### src/rtl/nor_gate_sweep_ctrl.sv
// nor_gate_sweep_ctrl: sweeps every op/vector of the gate unit and checks y against a truth table
module nor_gate_sweep_ctrl #(
  parameter int NUM_OPS = 8,
  parameter int SETTLE_CYC = 2
) (
  input  logic       clk,
  input  logic       rst,
  input  logic       start,
  input  logic       abort,
  input  logic       y,
  output logic [2:0] op,
  output logic       a,
  output logic       b,
  output logic       busy,
  output logic       done,
  output logic       pass,
  output logic [5:0] err_cnt,
  output logic [2:0] first_fail_op,
  output logic [1:0] first_fail_vec
);
  localparam int CW = (SETTLE_CYC > 1) ? $clog2(SETTLE_CYC) : 1;
  localparam logic [CW-1:0] RELOAD = CW'(SETTLE_CYC - 1);
  // Expected y, indexed by {op,a,b}; ops 7..0 from BUF a down to AND
  localparam logic [31:0] TT = {4'b1100, 4'b0011, 4'b1001, 4'b0110,
                                4'b0001, 4'b0111, 4'b1110, 4'b1000};
  typedef enum logic [1:0] {IDLE, SETTLE, CHECK, DONE} state_t;
  state_t state;
  logic [CW-1:0] cnt;
  logic miss, last;
  logic [5:0] err_nx;
  assign miss = y != TT[{op, a, b}];
  assign err_nx = err_cnt + {5'd0, miss && err_cnt != 6'd63};
  assign last = {a, b} == 2'b11 && op == 3'(NUM_OPS - 1);
  always_ff @(posedge clk or posedge rst) begin
    if (rst) begin
      state <= IDLE;
      cnt <= '0;
      {op, a, b} <= '0;
      busy <= 1'b0;
      done <= 1'b0;
      pass <= 1'b0;
      err_cnt <= '0;
      first_fail_op <= '0;
      first_fail_vec <= '0;
    end else begin
      done <= 1'b0;
      case (state)
        IDLE: if (start && !abort) begin
          state <= SETTLE;
          busy <= 1'b1;
          {op, a, b} <= '0;
          err_cnt <= '0;
          first_fail_op <= '0;
          first_fail_vec <= '0;
          cnt <= RELOAD;
        end
        SETTLE: if (abort) begin
          state <= IDLE;
          busy <= 1'b0;
          {op, a, b} <= '0;
        end else if (cnt == '0) state <= CHECK;
        else cnt <= cnt - 1'b1;
        CHECK: if (abort) begin
          state <= IDLE;
          busy <= 1'b0;
          {op, a, b} <= '0;
        end else begin
          err_cnt <= err_nx;
          if (miss && err_cnt == '0) begin
            first_fail_op <= op;
            first_fail_vec <= {a, b};
          end
          if (last) begin
            state <= DONE;
            busy <= 1'b0;
            done <= 1'b1;
            pass <= err_nx == '0;
            {op, a, b} <= '0;
          end else begin
            state <= SETTLE;
            {op, a, b} <= {op, a, b} + 5'd1;
            cnt <= RELOAD;
          end
        end
        DONE: state <= IDLE;
        default: state <= IDLE;
      endcase
    end
  end
endmodule
### config.mk
export PLATFORM = sky130hd
export DESIGN_NAME = nor_gate_sweep_ctrl
export DESIGN_NICKNAME = d
export VERILOG_FILES = /design/src/rtl/nor_gate_sweep_ctrl.sv
export SDC_FILE = /design/constraint.sdc
export NUM_CORES = 1
export LEC_CHECK = 0
export ABC_AREA = 1
export CAP_MARGIN = 20
export CORE_MARGIN = 2
export CORE_UTILIZATION = 47
export CTS_CLUSTER_DIAMETER = 120
export DETAILED_ROUTE_END_ITERATION = 8
export PLACE_DENSITY = 0.7
export REMOVE_ABC_BUFFERS = 1
export SLEW_MARGIN = 40
export SYNTH_ARGS = -nofsm -noshare
export SYNTH_HDL_FRONTEND = slang
export SYNTH_SLANG_ARGS = --single-unit
export TNS_END_PERCENT = 10
### constraint.sdc
create_clock -name clk -period 4.08 [get_ports clk]
set_input_delay 0.612 -clock clk [delete_from_list [all_inputs] [get_ports clk]]
set_output_delay 0.612 -clock clk [all_outputs]
set_load 0.05 [all_outputs]
## Word-level counts from Yosys, hierarchy flattened

Memory sizes are Yosys's and may differ from the RTL's.
Index checks and enable logic that the tools add are counted.

| cells by class | value |
|---|---|
| $lt $le $gt $ge | 1 |
| add/subtract/negate cells | 3 |
| muxes and demuxes | 42 |
| equality and inequality tests | 15 |
| multiply operators | 0 |
| bitwise operators | 1 |
| shift-type cells | 0 |
| divide/modulo/power cells | 0 |
| reduce and logical (&&, ||, !) cells | 17 |

Operator list:

| operator | count |
|---|---|
| 3-bit two-way mux | 6 |
| 1-bit two-way mux | 17 |
| 2-bit two-way mux | 8 |
| 6-bit zero test | 2 |
| 6-bit two-way mux | 2 |
| 2-bit inequality test (second input constant) | 6 |
| 1-bit case mux with 3 select lines | 4 |
| 6-bit case mux with 2 select lines | 1 |
| 3-bit case mux with 3 select lines | 1 |
| 3-bit AND reduction | 3 |
| 2-bit case mux with 4 select lines | 1 |
| 4-bit AND reduction | 2 |
| 6-bit by 1-bit adder with 6-bit output | 1 |
| 2-bit == test (second input constant) | 3 |
| 5-bit by 6-bit < comparator with 1-bit output (second input constant) | 1 |
| 3-bit inequality test (second input constant) | 2 |
| 6-bit inequality test (second input constant) | 1 |
| 3-bit case mux with 2 select lines | 1 |
| 5-bit by 1-bit adder with 5-bit output (second input constant) | 1 |
| 5-bit AND reduction | 1 |
| 1-bit logical AND | 4 |
| 2-bit case mux with 2 select lines | 1 |
| 3-bit == test (second input constant) | 1 |
| 3-bit nonzero test | 1 |
| other kinds (8) | 8 |

| word-level totals | value |
|---|---|
| bits in latches | 0 |
| memories kept | 1 |
| flip-flop bits (word level) | 22 |
| word-level logic and storage cells | 91 |
| RAM bits | 0 |
| ROM bits | 32 |

Memory list:

| memory | depth | width | read ports | clocked after Yosys merged registers in | wr ports | line | text |
|---|---|---|---|---|---|---|---|
| (name not given) | 32 | 1 | 1 | 0 | 0 | 31 | `assign miss = y != TT[{op, a, b}];` |

## Longest topological paths before layout

Gate-level depths: netlist of run 1.

| logic depth | value |
|---|---|
| depth in word-level cells | 7 |
| gate-level depth with buffers | 18 |
| depth with buffers taken out | 18 |

## Worst setup path before layout of run 1

OpenSTA, ideal clock, no wires.

| timing path | value |
|---|---|
| kind | register -> register |
| from | register b |
| to | register pass |
| data arrival time | 2630 ps |
| stages on the path, launching flop included | 15 |
| buffers on the path | 0 |
| slack | 1373 ps |
| setup time | 76 ps |
| cells stage by stage | dfrtp_1 > inv_1 > ha_1 > xor2_2 > nand2_1 > nand2_1 > nand3_1 > nand2_1 > a21oi_1 > ha_1 > ha_1 > nand3_1 > xor2_1 > nand4_1 > o21ai_1 |

| on the way | value |
|---|---|
| longest elaborated chain between the ends | 6 |

RTL lines:

| element | line | text |
|---|---|---|
| start: declaration | 13 | `output logic b,` |
| start signal: assignment | 81 | `{op, a, b} <= {op, a, b} + 5'd1;` |
| memory 32 x 1 bit | - |  |
| 1-bit two-way mux (implied by the code) | 31 |  |
| 1-bit inequality test | 31 |  |
| 1-bit logical AND | 32 | `assign err_nx = err_cnt + {5'd0, miss && err_cnt != 6'd63};` |
| 6-bit by 1-bit adder with 6-bit output | 32 |  |
| 6-bit zero test | 77 | `pass <= err_nx == '0;` |
| end signal: assignment | 41 | `pass <= 1'b0;` |
| end signal: assignment | 77 |  |
| end: declaration | 16 | `output logic pass,` |

Parallel ways exist; a longest one is shown, timed or not. The select of a mux whose other input is x is not followed.
A chain may end at the register's enable or synchronous reset.

## Worst setup path in the final report of run 1

| timing path | value |
|---|---|
| from | register a |
| to | register pass |

| on the way | value |
|---|---|
| longest elaborated chain between the ends | 6 |

RTL lines:

| element | line | text |
|---|---|---|
| start: declaration | 12 | `output logic a,` |
| start signal: assignment | 81 |  |
| memory 32 x 1 bit | - |  |
| 1-bit two-way mux (implied by the code) | 31 |  |
| 1-bit inequality test | 31 |  |
| 1-bit logical AND | 32 |  |
| 6-bit by 1-bit adder with 6-bit output | 32 |  |
| 6-bit zero test | 77 |  |

Parallel ways exist; a longest one is shown, timed or not. The select of a mux whose other input is x is not followed.

==> summary.md, run 1 <==
| Metric | Value |
|---|---|
| Slew HR | `66.2%` |
| Clock share of power | `a little under an eighth` |
| Fin util | `around 58%` |
| Drt first pass iters | `4` |
| Arrival time reported for the critical path endpoint | `roughly 2800 ps` |
| Number of global-route vias before repair | `between 1000 and 1500` |
| Most common cell after layout, fill and taps aside | `nand2_1` |
| Worst Setup Start Kind | `flop` |
| Filler Cell Count | `277` |
| Commonest register cell after synthesis | `dfrtp_1` |
| CTS tree | `built` |
| Setup repair bufs after CTS | `0` |
| Highest-delay cell along the critical path | `dfrtp_1` |
| Post-synthesis instance area | `between 1000 and 1500 sq um` |
| H-Tree Level Count | `1` |
| Area contributors post-synth | `dfrtp_1, ha_1, nand2_1` |
| Max-cap violations | `0` |
| Internal Dissipation | `approximately 0.00044 W` |
| Yosys cell types | `29` |
| Result of the run | `finished, final reports clean` |
| Starting density of the core | `approximately 48%` |
| Sw Share | `~50%` |
| Chip Width | `~59 um` |
| Routed wire length | `~2.8 mm` |
| Via count | `~1200` |
| Critical path's largest stage delay | `roughly 460 ps` |
| Final GP Congestion | `just under 0.9` |
| Static Leak | `about 0.86 nW` |
| Buffers added on ports | `23` |
| Area growth from synthesis to layout | `19.1%` |
| Number of nets with antenna violations after routing | `0` |
| Clock-pin slew on the worst setup and hold paths | `120 ps` |
| Routed via count divided by cell count | `a little over 5` |
| Ys Warns | `0` |
| Layout cell share with drive strength beyond 1 | `11.1%` |
| Highest fanout seen on the critical path | `6` |
| Final setup TNS | `0 ps` |
| Setup CP Type | `reg -> reg` |
| Residual DRC | `0` |
| Area inside the core boundary | `about 3000 sq um` |
| Post-cts repair resize count | `0` |
| Routed length per placed instance | `~12 um` |
| Most used cells in the layout excluding fill and tap cells | `nand2_1, inv_1, clkdlybuf4s50_1, dfrtp_1, nand3_1` |
| Setup Skew | `slightly below 4 ps` |
| Syn Inst Count | `175` |
| Global-route wire length before repair | `around 4.7 mm` |
| Yosys top cell area share | `roughly two fifths` |
| Worst setup margin | `approximately 1500 ps` |
| Total Nets Final | `between 200 and 250` |
| CP Buf/Inv Count | `1` |
| 1st-iter DRT viols | `31` |
| Grt total ovfl | `0` |
| GRT Overall Usage | `about 18%` |
| Final hold violation count | `0` |
| Number of buffers inserted during clock tree synthesis | `3` |
| Die area | `3520 sq um` |
| Power per cell area | `495 nW/um^2` |
| Number of enable-type register cells in the synthesized netlist | `0` |
| Std cell rows | `20` |
| Io pins | `24` |
| Reg power frac | `between 30% and 40%` |
| Top cell family by delay on the critical path | `adder cells` |
| Slew of the pin with the lowest slew margin | `506 ps` |
| Fin crit share | `a little over three fifths` |
| Max Transition Viols Final | `0` |
| Number of storage elements in the synthesis netlist | `22` |
| Hold-fix buffers at CTS | `0` |
| Worst endpoint required time | `~4300 ps` |
| Number of clock sinks seen by CTS | `22` |
| Cells along the critical path | `inv_1, ha_1, xor2_2, nand2_1, nand2_1, nand3_1, nand2_1, a21oi_1, ha_1, ha_1, nor3_1, nand4_1, o21ai_1` |
| Register area share after synthesis | `between 30% and 40%` |
| Initial antenna violation count | `0` |
| Yosys top cell by area | `dfrtp_1` |
| Logic pwr share | `between 50% and 60%` |
| Crit path time final | `roughly 2600 ps` |
| Final count of negative-setup-slack endpoints | `0` |
| Vertical extent of the die | `just under 60 um` |
| Pin count of the biggest net entering global routing | `23` |
| Setup repair after global routing missed its margin | `false` |
| DPL Wire Length | `between 2 and 2.5 mm` |
| Root buffer cell | `clkbuf_4` |
| N_diodes | `0` |
| Synth Area per Inst | `8.23 sq um` |
| Class of the tightest hold or removal check | `reg -> reg` |
| Worst-case clock buffer depth | `2` |
| Critical Path Sink Type | `flop` |
| Synth async-reset ratio | `100%` |
| Sw power | `between 0.0004 and 0.0005 W` |
| Clk Latency, worst-skew pair | `around 300 ps` |
| Worst setup timing slack at the placement stage | `1570 ps` |
| Maximum vdd ir drop | `about 450 uV` |
| Highest clock frequency the design can meet | `0.392 GHz` |
[sequential cells by signal, indices dropped and copies added, names as in the netlist]
| register | cells |
|---|---|
| first_fail_vec | 2 |
| err_cnt | 6 |
| a | 1 |
| done | 1 |
| first_fail_op | 3 |
| op | 3 |
| pass | 1 |
| cnt | 1 |
| b | 1 |
| busy | 1 |
| state | 2 |
[routing by layer]
layer | wire length (um) | vias up | GRT usage, %
li1 | - | 607 | -
met1 | 1300 | 551 | 23.1
met2 | 1340 | 26 | 28.9
met3 | 110 | 2 | 3.06
met4 | 17 | 0 | 7.79
met5 | 0 | - | 0
[logic make-up after synthesis]
group                    share of synthesized area (%)
AO/OA/AOI/OAI                                     11.7
XOR/XNOR                                          4.17
adder cells (fa/ha/maj)                           10.4
buffers and inverters                             9.82
flip-flops                                        38.2
AND/OR/NAND/NOR                                   25.6
[through the flow]
stage | cells | instance area, sq um | hold WS [ps] | total power, W
2_1_floorplan | 173 | 1420 | 453 | 0.000649
3_3_place_gp | 229 | 1690 | 454 | 0.000745
3_5_place_dp | 229 | 1690 | 462 | 0.000759
4_1_cts | 232 | 1720 | 490 | 0.000856
5_1_grt | 232 | 1720 | 522 | 0.000921
6_report | 232 | 1720 | 487 | 0.000848
[cell usage after synthesis (2+ instances only)]
cell / number
a21oi_1: 4
a21oi_2: 2
dfrtp_1: 22
ha_1: 12
inv_1: 28
inv_2: 3
nand2_1: 33
nand2_4: 3
nand3_1: 15
nand4_1: 3
nor2_1: 12
nor2_4: 2
nor3_1: 2
o21ai_0: 8
o21ai_1: 7
o22ai_1: 3
xor2_1: 4
[path summary, 6_finish.rpt]
path,startpoint,end,slack [ps],cells after the start
hold / removal,first_fail_vec[0],first_fail_vec[0],490,2
min in group asynchronous,rst,err_cnt[3],630,2
max in group asynchronous,rst,b,3130,2
hold reg to reg,first_fail_vec[0],first_fail_vec[0],490,2
setup / recovery,a,pass,1530,13
setup reg to reg,a,pass,1530,13
[worst reg2reg max path, delay by kind of cell (launching register included)]
family,cells,cell delay (ps)
AO/OA/AOI/OAI,2,290
buffers and inverters,1,120
XOR/XNOR,1,180
adder cells (fa/ha/maj),3,780
flip-flops,1,460
AND/OR/NAND/NOR,6,670
[area by class of cell]
cell class / count / area [sq um] / share of cell area [%]
clock buffers: 3 / 22.5 / 1.31
inverters: 32 / 123 / 7.15
multi-input cells: 119 / 748 / 43.6
flip-flops and latches: 22 / 551 / 32.1
well taps: 33 / 41.3 / 2.41
repair buffers: 23 / 230 / 13.4
[power groups by stage]
stage          Combinational [W]  Clock [W]  Sequential, W
2_1_floorplan           0.000323          0       0.000326
3_3_place_gp            0.000469          0       0.000277
3_5_place_dp            0.000480          0       0.000279
4_1_cts                 0.000481   0.000100       0.000274
5_1_grt                 0.000531   0.000111       0.000279
6_report                0.000477  0.0000974       0.000274
Power figures use the tool's default switching activity.
==> run 2, diff against run 1 <==
PLACE_DENSITY = 0.73   (was 0.7)
clock period = 2.2 ns   (was 4.08 ns; I/O delays follow)
==> summary.md, run 2 (synthesized netlist as in run 1, its figures left out) <==
| Metric | Value |
|---|---|
| Die area | `3520 sq um (unchanged)` |
| Buffers added on ports | `23 (unchanged)` |
| Worst setup margin | `-129 ps (-1660 ps)` |
| Drt first pass iters | `4 (unchanged)` |
| Total Nets Final | `234 (+7.3%)` |
| Via count | `1318 (+11%)` |
| Result of the run | `finished, violations left` |
| GRT Overall Usage | `22.5% (+4.7 points)` |
| Setup repair after global routing missed its margin | `true` |
| Slew of the pin with the lowest slew margin | `508 ps (+1.96 ps)` |
| 1st-iter DRT viols | `46 (+48%)` |
| Power per cell area | `907 nW/um^2 (+83%)` |
| Crit path time final | `2330 ps (-221 ps)` |
| R2R cell count | `21 (+8)` |
| Setup CP Type | `reg -> reg` |
| Highest fanout seen on the critical path | `6 (unchanged)` |
| Highest clock frequency the design can meet | `0.429 GHz (+9.5%)` |
| DPL Wire Length | `2.60 mm (+18%)` |
| Clk Latency, worst-skew pair | `320 ps (+20 ps)` |
| Final count of negative-setup-slack endpoints | `8 (+8)` |
| Final setup TNS | `-801 ps (-801 ps)` |
| Worst endpoint required time | `2470 ps (-1850 ps)` |
| Number of clock sinks seen by CTS | `22 (unchanged)` |
| Max-cap violations | `0 (unchanged)` |
| CTS tree | `built` |
| Area growth from synthesis to layout | `36.1%` |
| Class of the tightest hold or removal check | `in -> async` |
| Pin count of the biggest net entering global routing | `14 (-39%)` |
| Std cell rows | `20 (unchanged)` |
| Total power draw | `0.00178 W (+110%)` |
| Area inside the core boundary | `2980 sq um (unchanged)` |
| Worst-case clock buffer depth | `2 (unchanged)` |
| Violated checks | `setup timing` |
| Residual DRC | `0 (unchanged)` |
| Routed wire length | `3.61 mm (+30%)` |
| Final hold violation count | `0 (unchanged)` |
| Layout cell share with drive strength beyond 1 | `24.5% (+13 points)` |
| Maximum vdd ir drop | `398 uV (-12%)` |
| Starting density of the core | `48.4% (unchanged)` |
| Critical Path Sink Type | `flop` |
| Grt total ovfl | `0 (unchanged)` |
| Fin crit share | `106% (+43 points)` |
| Number of buffers inserted during clock tree synthesis | `3 (unchanged)` |
| Most used cells in the layout excluding fill and tap cells | `nand2_1, inv_1, clkdlybuf4s50_1, dfrtp_1, nand3_1` |
| Vertical extent of the die | `59.4 um (unchanged)` |
| Most flops, register | `err_cnt` |
| N_diodes | `0 (unchanged)` |
| Global-route wire length before repair | `5.90 mm (+26%)` |
| Most common cell after layout, fill and taps aside | `nand2_1` |
| Routed length per placed instance | `14.5 um (+21%)` |
| Reg-to-reg startpoint | `a` |
| Clock-pin slew on the worst setup and hold paths | `130 ps (about the same)` |
| Root buffer cell | `clkbuf_4` |
| Routed via count divided by cell count | `5.29 (+3.5%)` |
| Largest register FFs | `6 (unchanged)` |
| Io pins | `24 (unchanged)` |
| Worst Setup Start Kind | `flop` |
| Slew HR | `66.0% (-0.13 points)` |
| Number of global-route vias before repair | `1325 (+20%)` |
| Number of nets with antenna violations after routing | `0 (unchanged)` |
| Setup Skew | `1.12 ps (-2.74 ps)` |
| Static Leak | `0.950 nW (+10%)` |
| Chip Width | `59.4 um (unchanged)` |
| H-Tree Level Count | `1 (unchanged)` |
| Reg-to-reg critical path endpoint | `first_fail_vec[1]` |
| Filler Cell Count | `257 (-7.2%)` |
| Max Transition Viols Final | `0 (unchanged)` |
| Register-to-register setup slack | `-130 ps (-1660 ps)` |
| Arrival time reported for the critical path endpoint | `2600 ps (-190 ps)` |
| Initial antenna violation count | `0 (unchanged)` |
| Final GP Congestion | `0.850 (-3.6%)` |
==> run 2: cell types whose count changed in the layout (fill, tap and decap cells not counted), sizes merged <==
cell    delta
buf       +16
clkbuf     +1
==> run 2: final cells by class <==
class	instances	area, sq um	area share [%]
sequential	22	551	28.1
inverter	32	123	6.25
tap	33	41.3	2.11
timing repair buffer	39	362	18.4
multi-input combinational	119	848	43.3
clock buffer	4	36.3	1.85
==> run 2: power by group <==
| group | switching, W | internal (W) |
|---|---|---|
| clock network | 0.000139 | 0.000101 |
| registers | 0.0000470 | 0.000462 |
| logic | 0.000666 | 0.000363 |
| total | 0.000852 | 0.000926 |
==> run 2: worst max path at each step <==
stage	from	endpoint	depth (start not counted)
6_report	a	first_fail_vec[1]	21
5_1_grt	a	pass	15
4_1_cts	a	pass	17
3_5_place_dp	b	pass	15
3_3_place_gp	a	err_cnt[5]	15
2_1_floorplan	b	pass	14
==> run 2: worst max-delay path, stage by stage, from the launching register on <==
cell and delay, ps:
dfrtp_1 440, inv_2 110, buf_6 110, ha_4 120
nand2_1 40, o21ai_1 70, nand2_1 60, nand2_1 60
nand2_1 60, nand2_1 50, nand2_1 60, buf_4 130
buf_4 120, buf_4 120, buf_4 120, buf_4 120
buf_4 130, nand3_4 60, nand2_4 80, nand2_4 80
nand2_1 60, nand2_1 70
==> run 2: per-stage QoR <==
step | cell area, sq um | worst slack [ps] | cells | hold slack, ps | util, %
floorplan | 1420 | -537 | 173 | 319 | -
global placement | 1780 | -50.8 | 240 | 458 | 59.6
detailed placement | 1780 | -231 | 240 | 458 | 59.6
CTS | 1940 | -129 | 249 | 294 | 65.0
global route | 1960 | -296 | 249 | 302 | 65.8
finish | 1960 | -129 | 249 | 276 | 65.8
==> run 2: what timing repair did <==
item | CTS | global route
setup buffers | 5 | 0
hold buffers | 0 | 0
resized for setup | 18 | 4
endpoints found under the setup margin | 5 | 10
pin swaps | 6 | 4
==> run 2: metal layers <==
| layer | share of wire [%] | up-vias | global-route usage, % | routed length [um] |
|---|---|---|---|---|
| li1 | - | 643 | - | - |
| met1 | 42 | 647 | 25.7 | 1500 |
| met2 | 54 | 24 | 41.6 | 1960 |
| met3 | 3.0 | 4 | 2.84 | 107 |
| met4 | 1.1 | 0 | 9.42 | 38 |
| met5 | 0 | - | 0 | 0 |
